File: config.mk
export PLATFORM = sky130hd
export DESIGN_NAME = chamber_level_ctrl_flat
export DESIGN_NICKNAME = d
export VERILOG_FILES = /design/src/rtl/chamber_level_if.sv /design/src/rtl/chamber_level_ctrl.sv /design/src/flat_wrapper.sv
export SDC_FILE = /design/constraint.sdc
export NUM_CORES = 1
export LEC_CHECK = 0
export ABC_CLOCK_PERIOD_IN_PS = 3500
export CAP_MARGIN = 20
export CORE_MARGIN = 2
export CORE_UTILIZATION = 58
export CTS_BUF_LIST = sky130_fd_sc_hd__clkbuf_2 sky130_fd_sc_hd__clkbuf_4 sky130_fd_sc_hd__clkbuf_8
export DETAILED_ROUTE_END_ITERATION = 16
export PLACE_DENSITY_LB_ADDON = 0.12
export REMOVE_ABC_BUFFERS = 1
export SYNTH_ARGS = -nofsm -noshare
export SYNTH_HDL_FRONTEND = slang
export SYNTH_SLANG_ARGS = --single-unit
File: constraint.sdc
create_clock -name clk -period 3.5 [get_ports clk]
set_input_delay 0.525 -clock clk [delete_from_list [all_inputs] [get_ports clk]]
set_output_delay 0.525 -clock clk [all_outputs]
set_load 0.02 [all_outputs]
File: src/rtl/chamber_level_if.sv
// Request/gate inputs and level/status outputs of the chamber level controller.
interface chamber_level_if;
  logic       increase;
  logic       decrease;
  logic       gateR;
  logic       gateL;
  logic [3:0] level;
  logic       busy;
  logic       done;
  logic       reject;
  logic       abort;
  logic       leftGood;
  logic       rightGood;
  logic [6:0] hexOut;

  modport master (
    output increase, decrease, gateR, gateL,
    input  level, busy, done, reject, abort, leftGood, rightGood, hexOut
  );

  modport slave (
    input  increase, decrease, gateR, gateL,
    output level, busy, done, reject, abort, leftGood, rightGood, hexOut
  );
endinterface

File: src/rtl/chamber_level_ctrl.sv
// Steps the modelled chamber level toward LEVEL_MAX or 0, one unit per STEP_CYCLES clocks, under gate interlock.
// Requests sampled only in IDLE and ignored while busy; status pulses are registered, one cycle after the causing edge.
module chamber_level_ctrl #(
  parameter int STEP_CYCLES = 4,
  parameter int LEVEL_MAX   = 5
) (
  input  logic           clk,
  input  logic           reset,
  chamber_level_if.slave bus
);
  localparam int CW = $clog2(STEP_CYCLES);
  localparam logic [3:0]    LVL_TOP  = 4'(LEVEL_MAX);
  localparam logic [CW-1:0] CNT_LAST = CW'(STEP_CYCLES - 1);

  typedef enum logic [1:0] {IDLE, FILL, DRAIN, DONE} state_t;

  state_t        state_q, state_d;
  logic [3:0]    level_q, level_d;
  logic [CW-1:0] cnt_q, cnt_d;
  logic          busy_q, done_q, reject_q, abort_q;
  logic          done_d, reject_d, abort_d;
  logic          gate_open, any_req, refuse;
  logic [3:0]    level_step;

  assign gate_open = bus.gateR | bus.gateL;
  assign any_req   = bus.increase | bus.decrease;
  assign refuse    = (bus.increase & bus.decrease) | gate_open
                   | (bus.increase & (level_q == LVL_TOP))
                   | (bus.decrease & (level_q == 4'd0));
  assign level_step = (state_q == FILL) ? level_q + 4'd1 : level_q - 4'd1;

  always_comb begin
    state_d  = state_q;
    level_d  = level_q;
    cnt_d    = cnt_q;
    done_d   = 1'b0;
    reject_d = 1'b0;
    abort_d  = 1'b0;
    unique case (state_q)
      IDLE: begin
        if (any_req) begin
          if (refuse) begin
            reject_d = 1'b1;
          end else begin
            state_d = bus.increase ? FILL : DRAIN;
            cnt_d   = '0;
          end
        end
      end
      FILL, DRAIN: begin
        // An open gate wins over a level step landing on the same edge.
        if (gate_open) begin
          state_d = IDLE;
          abort_d = 1'b1;
          cnt_d   = '0;
        end else if (cnt_q == CNT_LAST) begin
          cnt_d   = '0;
          level_d = level_step;
          if (((state_q == FILL) && (level_step == LVL_TOP)) ||
              ((state_q == DRAIN) && (level_step == 4'd0))) begin
            state_d = DONE;
            done_d  = 1'b1;
          end
        end else begin
          cnt_d = cnt_q + 1'b1;
        end
      end
      DONE: state_d = IDLE;
      default: state_d = IDLE;
    endcase
  end

  always_ff @(posedge clk) begin
    if (reset) begin
      state_q  <= IDLE;
      level_q  <= 4'd0;
      cnt_q    <= '0;
      busy_q   <= 1'b0;
      done_q   <= 1'b0;
      reject_q <= 1'b0;
      abort_q  <= 1'b0;
    end else begin
      state_q  <= state_d;
      level_q  <= level_d;
      cnt_q    <= cnt_d;
      busy_q   <= (state_d != IDLE);
      done_q   <= done_d;
      reject_q <= reject_d;
      abort_q  <= abort_d;
    end
  end

  logic [6:0] hex_d;
  always_comb begin
    hex_d = 7'b1111111;
    unique case (level_q)
      4'd0: hex_d = 7'b1000000;
      4'd1: hex_d = 7'b1111001;
      4'd2: hex_d = 7'b0100100;
      4'd3: hex_d = 7'b0110000;
      4'd4: hex_d = 7'b0011001;
      4'd5: hex_d = 7'b0010010;
      4'd6: hex_d = 7'b0000010;
      4'd7: hex_d = 7'b1111000;
      4'd8: hex_d = 7'b0000000;
      4'd9: hex_d = 7'b0010000;
      default: hex_d = 7'b1111111;
    endcase
  end

  assign bus.level     = level_q;
  assign bus.busy      = busy_q;
  assign bus.done      = done_q;
  assign bus.reject    = reject_q;
  assign bus.abort     = abort_q;
  assign bus.leftGood  = (level_q == LVL_TOP) & ~busy_q;
  assign bus.rightGood = (level_q == 4'd0) & ~busy_q;
  assign bus.hexOut    = hex_d;
endmodule

File: src/flat_wrapper.sv
// flat-port wrapper written by rule: the top's interface ports become plain ports
module chamber_level_ctrl_flat 
#(
  parameter int STEP_CYCLES = 4,
  parameter int LEVEL_MAX   = 5
)
  (clk, reset, bus_increase, bus_decrease, bus_gateR, bus_gateL, bus_level, bus_busy, bus_done, bus_reject, bus_abort, bus_leftGood, bus_rightGood, bus_hexOut);
  chamber_level_if bus_i ();
  input  logic clk;
  input  logic reset;
  input wire logic [$bits(bus_i.increase)-1:0] bus_increase;
  input wire logic [$bits(bus_i.decrease)-1:0] bus_decrease;
  input wire logic [$bits(bus_i.gateR)-1:0] bus_gateR;
  input wire logic [$bits(bus_i.gateL)-1:0] bus_gateL;
  output wire logic [$bits(bus_i.level)-1:0] bus_level;
  output wire logic [$bits(bus_i.busy)-1:0] bus_busy;
  output wire logic [$bits(bus_i.done)-1:0] bus_done;
  output wire logic [$bits(bus_i.reject)-1:0] bus_reject;
  output wire logic [$bits(bus_i.abort)-1:0] bus_abort;
  output wire logic [$bits(bus_i.leftGood)-1:0] bus_leftGood;
  output wire logic [$bits(bus_i.rightGood)-1:0] bus_rightGood;
  output wire logic [$bits(bus_i.hexOut)-1:0] bus_hexOut;
  assign bus_i.increase = bus_increase;
  assign bus_i.decrease = bus_decrease;
  assign bus_i.gateR = bus_gateR;
  assign bus_i.gateL = bus_gateL;
  assign bus_level = bus_i.level;
  assign bus_busy = bus_i.busy;
  assign bus_done = bus_i.done;
  assign bus_reject = bus_i.reject;
  assign bus_abort = bus_i.abort;
  assign bus_leftGood = bus_i.leftGood;
  assign bus_rightGood = bus_i.rightGood;
  assign bus_hexOut = bus_i.hexOut;
  chamber_level_ctrl #(.STEP_CYCLES(STEP_CYCLES), .LEVEL_MAX(LEVEL_MAX)) u_core (.clk(clk), .reset(reset), .bus(bus_i));
endmodule
==> results of run 1 <==
cells in the mapped netlist, drive strengths merged (2+ instances only):
cell / n / area [sq um]
dfxtp: 19 / 380.4
ha: 16 / 200.2
inv: 12 / 45.04
mux2i: 12 / 145.1
nor2: 9 / 33.78
nand2: 8 / 30.03
a21oi: 5 / 25.02
nand2b: 4 / 25.02
nand3: 4 / 20.02
a21o: 3 / 22.52
nor2b: 3 / 18.77
xnor2: 3 / 26.28
a211oi: 2 / 20.02
buf: 2 / 18.77
nand3b: 2 / 15.01
nor3: 2 / 10.01
o221ai: 2 / 17.52
or2: 2 / 12.51
flip-flops by register name, summed over array words and instances (netlist names):
| name | count |
|---|---|
| u_core.cnt_q | 2 |
| u_core.bus.level | 4 |
| u_core.state_q | 2 |
| u_core.bus.busy | 1 |
| u_core.bus.hexOut | 7 |
| u_core.bus.abort | 1 |
| u_core.bus.reject | 1 |
| u_core.bus.done | 1 |
cell families after synthesis:
kind of cell    Yosys count  share of synthesized area, %
buf+inv                  15                         5.373
flops                    19                         30.25
fa+ha+maj                17                         17.51
xor+xnor                  4                         3.881
simple gates             42                         18.41
compound gates           20                         11.84
mux                      13                         12.74
cell type report:
type | instances | area [sq um] | share of cell area, %
clock inverters | 1 | 5.005 | 0.3284
multi-input cells | 96 | 809.5 | 53.12
clock buffers | 3 | 22.52 | 1.478
well taps | 27 | 33.78 | 2.217
repair buffers | 23 | 227.7 | 14.94
flip-flops and latches | 19 | 380.4 | 24.96
inverters | 12 | 45.04 | 2.956
path summary, 6_finish.rpt:
kind	start	endpoint	slack [ns]
worst max-delay path	u_core.state_q[1]$_SDFF_PP0_	u_core.bus.hexOut[4]$_DFF_P_	0.91
worst min-delay path	u_core.cnt_q[1]$_SDFFE_PP0P_	u_core.cnt_q[1]$_SDFFE_PP0P_	0.59
worst max register to register	u_core.state_q[1]$_SDFF_PP0_	u_core.bus.hexOut[4]$_DFF_P_	0.91
worst min register to register	u_core.cnt_q[1]$_SDFFE_PP0P_	u_core.cnt_q[1]$_SDFFE_PP0P_	0.59
worst register-to-register path, cell delays in order, from the launching register on:
cell	delay, ns
sky130_fd_sc_hd__dfxtp_1	0.36
sky130_fd_sc_hd__inv_1	0.11
sky130_fd_sc_hd__ha_1	0.24
sky130_fd_sc_hd__inv_1	0.14
sky130_fd_sc_hd__ha_1	0.34
sky130_fd_sc_hd__nand3_1	0.09
sky130_fd_sc_hd__nand2_1	0.16
sky130_fd_sc_hd__mux2i_4	0.29
sky130_fd_sc_hd__mux2i_4	0.44
sky130_fd_sc_hd__mux2_4	0.34
layout by cell type (no fill, tap or decap), types with 3 or more instances in the layout:
master,Yosys,routed
sky130_fd_sc_hd__clkdlybuf4s50_1,0,22
sky130_fd_sc_hd__dfxtp_1,19,19
sky130_fd_sc_hd__ha_1,16,16
sky130_fd_sc_hd__inv_1,12,12
sky130_fd_sc_hd__mux2i_1,10,10
sky130_fd_sc_hd__nor2_1,9,9
sky130_fd_sc_hd__nand2_1,8,8
sky130_fd_sc_hd__a21oi_1,5,5
sky130_fd_sc_hd__nand3_1,4,4
sky130_fd_sc_hd__nand2b_1,4,4
sky130_fd_sc_hd__xnor2_1,3,3
sky130_fd_sc_hd__a21o_1,3,3
sky130_fd_sc_hd__nor2b_1,3,3
sky130_fd_sc_hd__clkbuf_4,0,3
per-stage QoR:
step,power [mW],instance area (sq um)
after floorplan,0.3499,1235
after global placement,0.3977,1496
after detailed placement,0.4011,1496
after CTS,0.5095,1524
after global routing,0.5379,1524
final,0.5061,1524
power by group:
part	switching (mW)	total [mW]	internal (mW)	leakage, nW
clock	0.0668	0.109	0.0425	0.0177
combinational	0.0855	0.161	0.0751	0.527
sequential	0.00867	0.236	0.228	0.154
per-layer routing:
metal	part of all wire (%)	vias up	track usage, %
met2	50	14	37.06
met1	46	454	23.93
li1	-	508	-
met4	0	0	3.153
met3	3.8	0	4.762
met5	0	-	0
==> impl_metrics.ini, run 1 <==
[die]
row_count = 16
dieWidth_microns = 50.56
die-area_sq_um = 2556
num_io_pins = 23
placeableCoreArea_sq_um = 2002
die_height_microns = 50.56
starting_utilization_of_the_core_area_pct = 62.81

[place]
place.detailed.hpwl_microns = 1879
buffer_ports.inserted = 22
last_weighted_congestion_value_of_the_routability_driven_placer = 0.8754
place_inst = 177
pre_cts_slack_ns = 0.7299

[final_layout]
finish.utilization_pct = 76.13
finish.cell_count_without_fillers = 181
layout-area-overhead-vs-synth_pct = 21.19
layout.filler_cells = 151
layout.nets = 178
insertedDiodeCount = 0
post_route_cells_drive_above_1_share_pct = 5.844

[run_status]
status = completed

[sta]
timing.final.hold_violations = 0
highest_clock_rate_ghz = 0.3860
setup-violations-final = 0
rsz0062_at_grt = false
max-slew-margin-rel_pct = 62.88
final-max-slew-violation-count = 0
final_setup_skew_ns = 0.001916
period_share_pct = 74.02
timing_worst_slew_pin_value_ns = 0.5551
post-route-min-period_ns = 2.591
post-route-worst-setup-slack_ns = 0.9094
worst_hold_slack_ns = 0.5947
setup-tns-final_ns = 0

[worst_setup_path]
cp_slowest_cell = sky130_fd_sc_hd__mux2i_4
worst_reg2reg_path_depth = 9
required_ns = 3.69
crit_type = reg2reg
cp-end-kind = register
critical_path_cell_sequence = inv_1 -> ha_1 -> inv_1 -> ha_1 -> nand3_1 -> nand2_1 -> mux2i_4 -> mux2i_4 -> mux2_4
cpPeakStageDelay_ns = 0.44
worstPathArrival_ns = 2.78
crit_fanout = 8
timing.critical_path.depth = 9
timing.critical_path.buf_inv = 2
critical-path-top-delay-family = multiplexers
timing.critical_path.from_type = register

[route]
wl_per_cell_microns = 13.23
drt_drc_violations_left = 0
firstDrtPassIters = 4
vias = 976
initialDrtViolationCount = 5
vias_per_cell = 5.392
wirelength_microns = 2394
ant_nets = 0

[cts]
clk_transition_reported_paths_ns = 0.11
max-clock-path-buffers = 2
cts_hold_buffers = 0
worstSkewPairLatency_ns = 0.29
cts_resized = 0
cts_post_setup_buffers_inserted = 0
cts_max_level = 1
clkSinkCount = 19
tritoncts = done
root_buffer_master = sky130_fd_sc_hd__clkbuf_4
cts_made_buffers = 3

[power_and_ir_drop]
static-leakage-power_nw = 0.6986
pwr_density_nw_per_um2 = 332.1
worst_ir_drop_vdd_v = 0.0002528

[global_route]
grtUsageTotal_pct = 20.13
grt_antenna_before_repair = 0
first_pass_grt_wire_length_microns = 3967
grt_start_max_net_pins = 18
globalRoute.totalOverflow = 0
first_global_vias = 924

[yosys]
ys.warnings.count = 0
number_of_enable_flip_flop_cells_after_synthesis = 0
most_instantiated_flip_flop_cell_in_the_synthesis_netlist = sky130_fd_sc_hd__dfxtp_1
syn-cell-area_sq_um = 1257
asyncSetResetFlopFracSynth_pct = 0
post_synth.cell_area_avg_sq_um = 9.673
synth.lib_cells_used.distinct = 41
synth-seq-area-share_pct = 30.25
gate_count_after_technology_mapping = 130
postSynthRegisterBits = 19

[flow_run]
timing.max_cap.violations = 0

[worst_hold_path]
path_category_of_the_worst_min_delay_check = reg2reg
min_delay_path_depth = 2
Power figures use the tool's default switching activity.
==> run 2: changes to the inputs <==
--- a/config.mk
+++ b/config.mk
@@ -5,10 +5,10 @@
 export SDC_FILE = /design/constraint.sdc
 export NUM_CORES = 1
 export LEC_CHECK = 0
-export ABC_CLOCK_PERIOD_IN_PS = 3500
+export ABC_CLOCK_PERIOD_IN_PS = 2600
 export CAP_MARGIN = 20
 export CORE_MARGIN = 2
-export CORE_UTILIZATION = 58
+export CORE_UTILIZATION = 54
 export CTS_BUF_LIST = sky130_fd_sc_hd__clkbuf_2 sky130_fd_sc_hd__clkbuf_4 sky130_fd_sc_hd__clkbuf_8
 export DETAILED_ROUTE_END_ITERATION = 16
 export PLACE_DENSITY_LB_ADDON = 0.12
==> constraint.sdc (replaced) <==
create_clock -name clk -period 2.6 [get_ports clk]
set_input_delay 0.39 -clock clk [delete_from_list [all_inputs] [get_ports clk]]
set_output_delay 0.39 -clock clk [all_outputs]
set_load 0.02 [all_outputs]
==> impl_metrics.ini, run 2 (synthesized netlist as in run 1, its figures left out) <==
[run_status]
status = completed

[worst_setup_path]
crit_type = reg2out
r2r-end = u_core.bus.hexOut[2]$_DFF_P_
timing.reg2reg.setup_slack_ns = 0.17
cp-end-kind = primary output
timing.critical_path.buf_inv = 2
cp_slowest_cell = sky130_fd_sc_hd__clkdlybuf4s50_1
timing.critical_path.from_type = register
crit_fanout = 6
worstPathArrival_ns = 2.06
worst_reg2reg_path_depth = 10
required_ns = 2.21
critical-path-top-delay-family = buffers and inverters
critical_path_cell_sequence = buf_4 -> or4_1 -> nor2_1 -> clkdlybuf4s50_1
timing.critical_path.depth = 4
critical_path_start = u_core.bus.level[0]$_SDFFE_PP0P_
critPathCapture = bus_rightGood
r2r-start = u_core.state_q[1]$_SDFF_PP0_
cpPeakStageDelay_ns = 0.60

[die]
row_count = 17
starting_utilization_of_the_core_area_pct = 56.84
die-area_sq_um = 2731
num_io_pins = 23
die_height_microns = 52.26
placeableCoreArea_sq_um = 2212
dieWidth_microns = 52.26

[final_layout]
post_route_cells_drive_above_1_share_pct = 11.88
finish.instance_area_sq_um = 1582
finish.cell_count_without_fillers = 188
layout.filler_cells = 190
largest_register_ffs = 7
finish.utilization_pct = 71.49
most-common-layout-cells = sky130_fd_sc_hd__clkdlybuf4s50_1 (22), sky130_fd_sc_hd__dfxtp_1 (18), sky130_fd_sc_hd__ha_1 (15)
register_area_sq_um = 381.6
insertedDiodeCount = 0
final_common_cell = sky130_fd_sc_hd__clkdlybuf4s50_1
layout-area-overhead-vs-synth_pct = 25.77
multi_input_comb_area_sq_um = 819.5
layout.nets = 184

[place]
place.detailed.hpwl_microns = 1960
place_inst = 183
placed_inst_area_sq_um = 1535
buffer_ports.inserted = 22
pre_cts_slack_ns = 0.01783
last_weighted_congestion_value_of_the_routability_driven_placer = 0.8184

[cts]
root_buffer_master = sky130_fd_sc_hd__clkbuf_4
worstSkewPairLatency_ns = 0.31
clkSinkCount = 19
clk_transition_reported_paths_ns = 0.11
tritoncts = done
cts_max_level = 1
max-clock-path-buffers = 2
cts_hold_buffers = 0
cts_made_buffers = 3

[route]
ant_nets = 0
firstDrtPassIters = 4
vias = 1020
vias_per_cell = 5.426
drt_drc_violations_left = 0
wl_per_cell_microns = 14.01
wirelength_microns = 2633
initialDrtViolationCount = 20

[sta]
final_setup_skew_ns = 0.003814
post-route-min-period_ns = 2.449
post-route-worst-setup-slack_ns = 0.1510
final-max-slew-violation-count = 0
setup-violations-final = 0
max-slew-margin-rel_pct = 62.36
timing_worst_slew_pin_value_ns = 0.5599
worst_hold_slack_ns = 0.6025
setup-tns-final_ns = 0
rsz0062_at_grt = false
timing.final.hold_violations = 0
period_share_pct = 94.19
highest_clock_rate_ghz = 0.4083

[worst_hold_path]
path_category_of_the_worst_min_delay_check = reg2reg

[global_route]
grt_antenna_before_repair = 0
first_pass_grt_wire_length_microns = 4464
first_global_vias = 1009
grtUsageTotal_pct = 22.13
grt_start_max_net_pins = 14
globalRoute.totalOverflow = 0

[flow_run]
timing.max_cap.violations = 0

[power_and_ir_drop]
p_total_mw = 0.6957
pwr_density_nw_per_um2 = 439.9
static-leakage-power_nw = 0.7286
worst_ir_drop_vdd_v = 0.0003224
-- run 2: final cells by class --
type | count | area share (%)
Tap cell | 28 | 2.215
Clock buffer | 3 | 1.424
Multi-Input combinational cell | 96 | 51.82
Timing Repair Buffer | 29 | 17.25
Sequential cell | 19 | 24.13
Clock inverter | 1 | 0.3165
Inverter | 12 | 2.848
-- run 2: repair_timing --
action | 4_1_cts | 5_1_grt
buffers inserted | 0 | 1
endpoints found under the setup margin | 0 | 7
endpoints found under the hold margin | 0 | 0
resized for setup | 0 | 4
-- run 2: where the power goes --
group / total (mW) / internal [mW] / switching, mW
Sequential: 0.320 / 0.308 / 0.0126
Combinational: 0.223 / 0.104 / 0.119
Clock: 0.153 / 0.0575 / 0.0954
Total: 0.696 / 0.469 / 0.227
-- run 2: how the worst min path moves through the flow --
stage | from | end | slack, ns | cells after the start
floorplan | reset | u_core.cnt_q[1]$_SDFFE_PP0P_ | 0.46 | 1
global placement | u_core.cnt_q[1]$_SDFFE_PP0P_ | u_core.cnt_q[1]$_SDFFE_PP0P_ | 0.56 | 2
detailed placement | u_core.cnt_q[1]$_SDFFE_PP0P_ | u_core.cnt_q[1]$_SDFFE_PP0P_ | 0.59 | 2
CTS | u_core.cnt_q[1]$_SDFFE_PP0P_ | u_core.cnt_q[1]$_SDFFE_PP0P_ | 0.61 | 2
global route | u_core.cnt_q[1]$_SDFFE_PP0P_ | u_core.cnt_q[1]$_SDFFE_PP0P_ | 0.64 | 2
finish | u_core.cnt_q[1]$_SDFFE_PP0P_ | u_core.cnt_q[1]$_SDFFE_PP0P_ | 0.60 | 2
-- run 2: worst reg2reg max path: stages (launching register included) --
cell	delay, ns
sky130_fd_sc_hd__dfxtp_1	0.40
sky130_fd_sc_hd__inv_1	0.10
sky130_fd_sc_hd__ha_2	0.21
sky130_fd_sc_hd__inv_1	0.18
sky130_fd_sc_hd__ha_1	0.30
sky130_fd_sc_hd__a21oi_1	0.18
sky130_fd_sc_hd__nand2_2	0.11
sky130_fd_sc_hd__mux2i_4	0.21
sky130_fd_sc_hd__mux2i_4	0.30
sky130_fd_sc_hd__buf_4	0.20
sky130_fd_sc_hd__mux2i_1	0.19
-- run 2: metal layers --
metal | vias up | share of wire, % | global-route usage (%)
met4 | 0 | 3.3 | 11.11
met2 | 30 | 46 | 33.97
li1 | 515 | - | -
met5 | - | 0 | 0
met3 | 9 | 3.9 | 3.429
met1 | 466 | 47 | 30.14
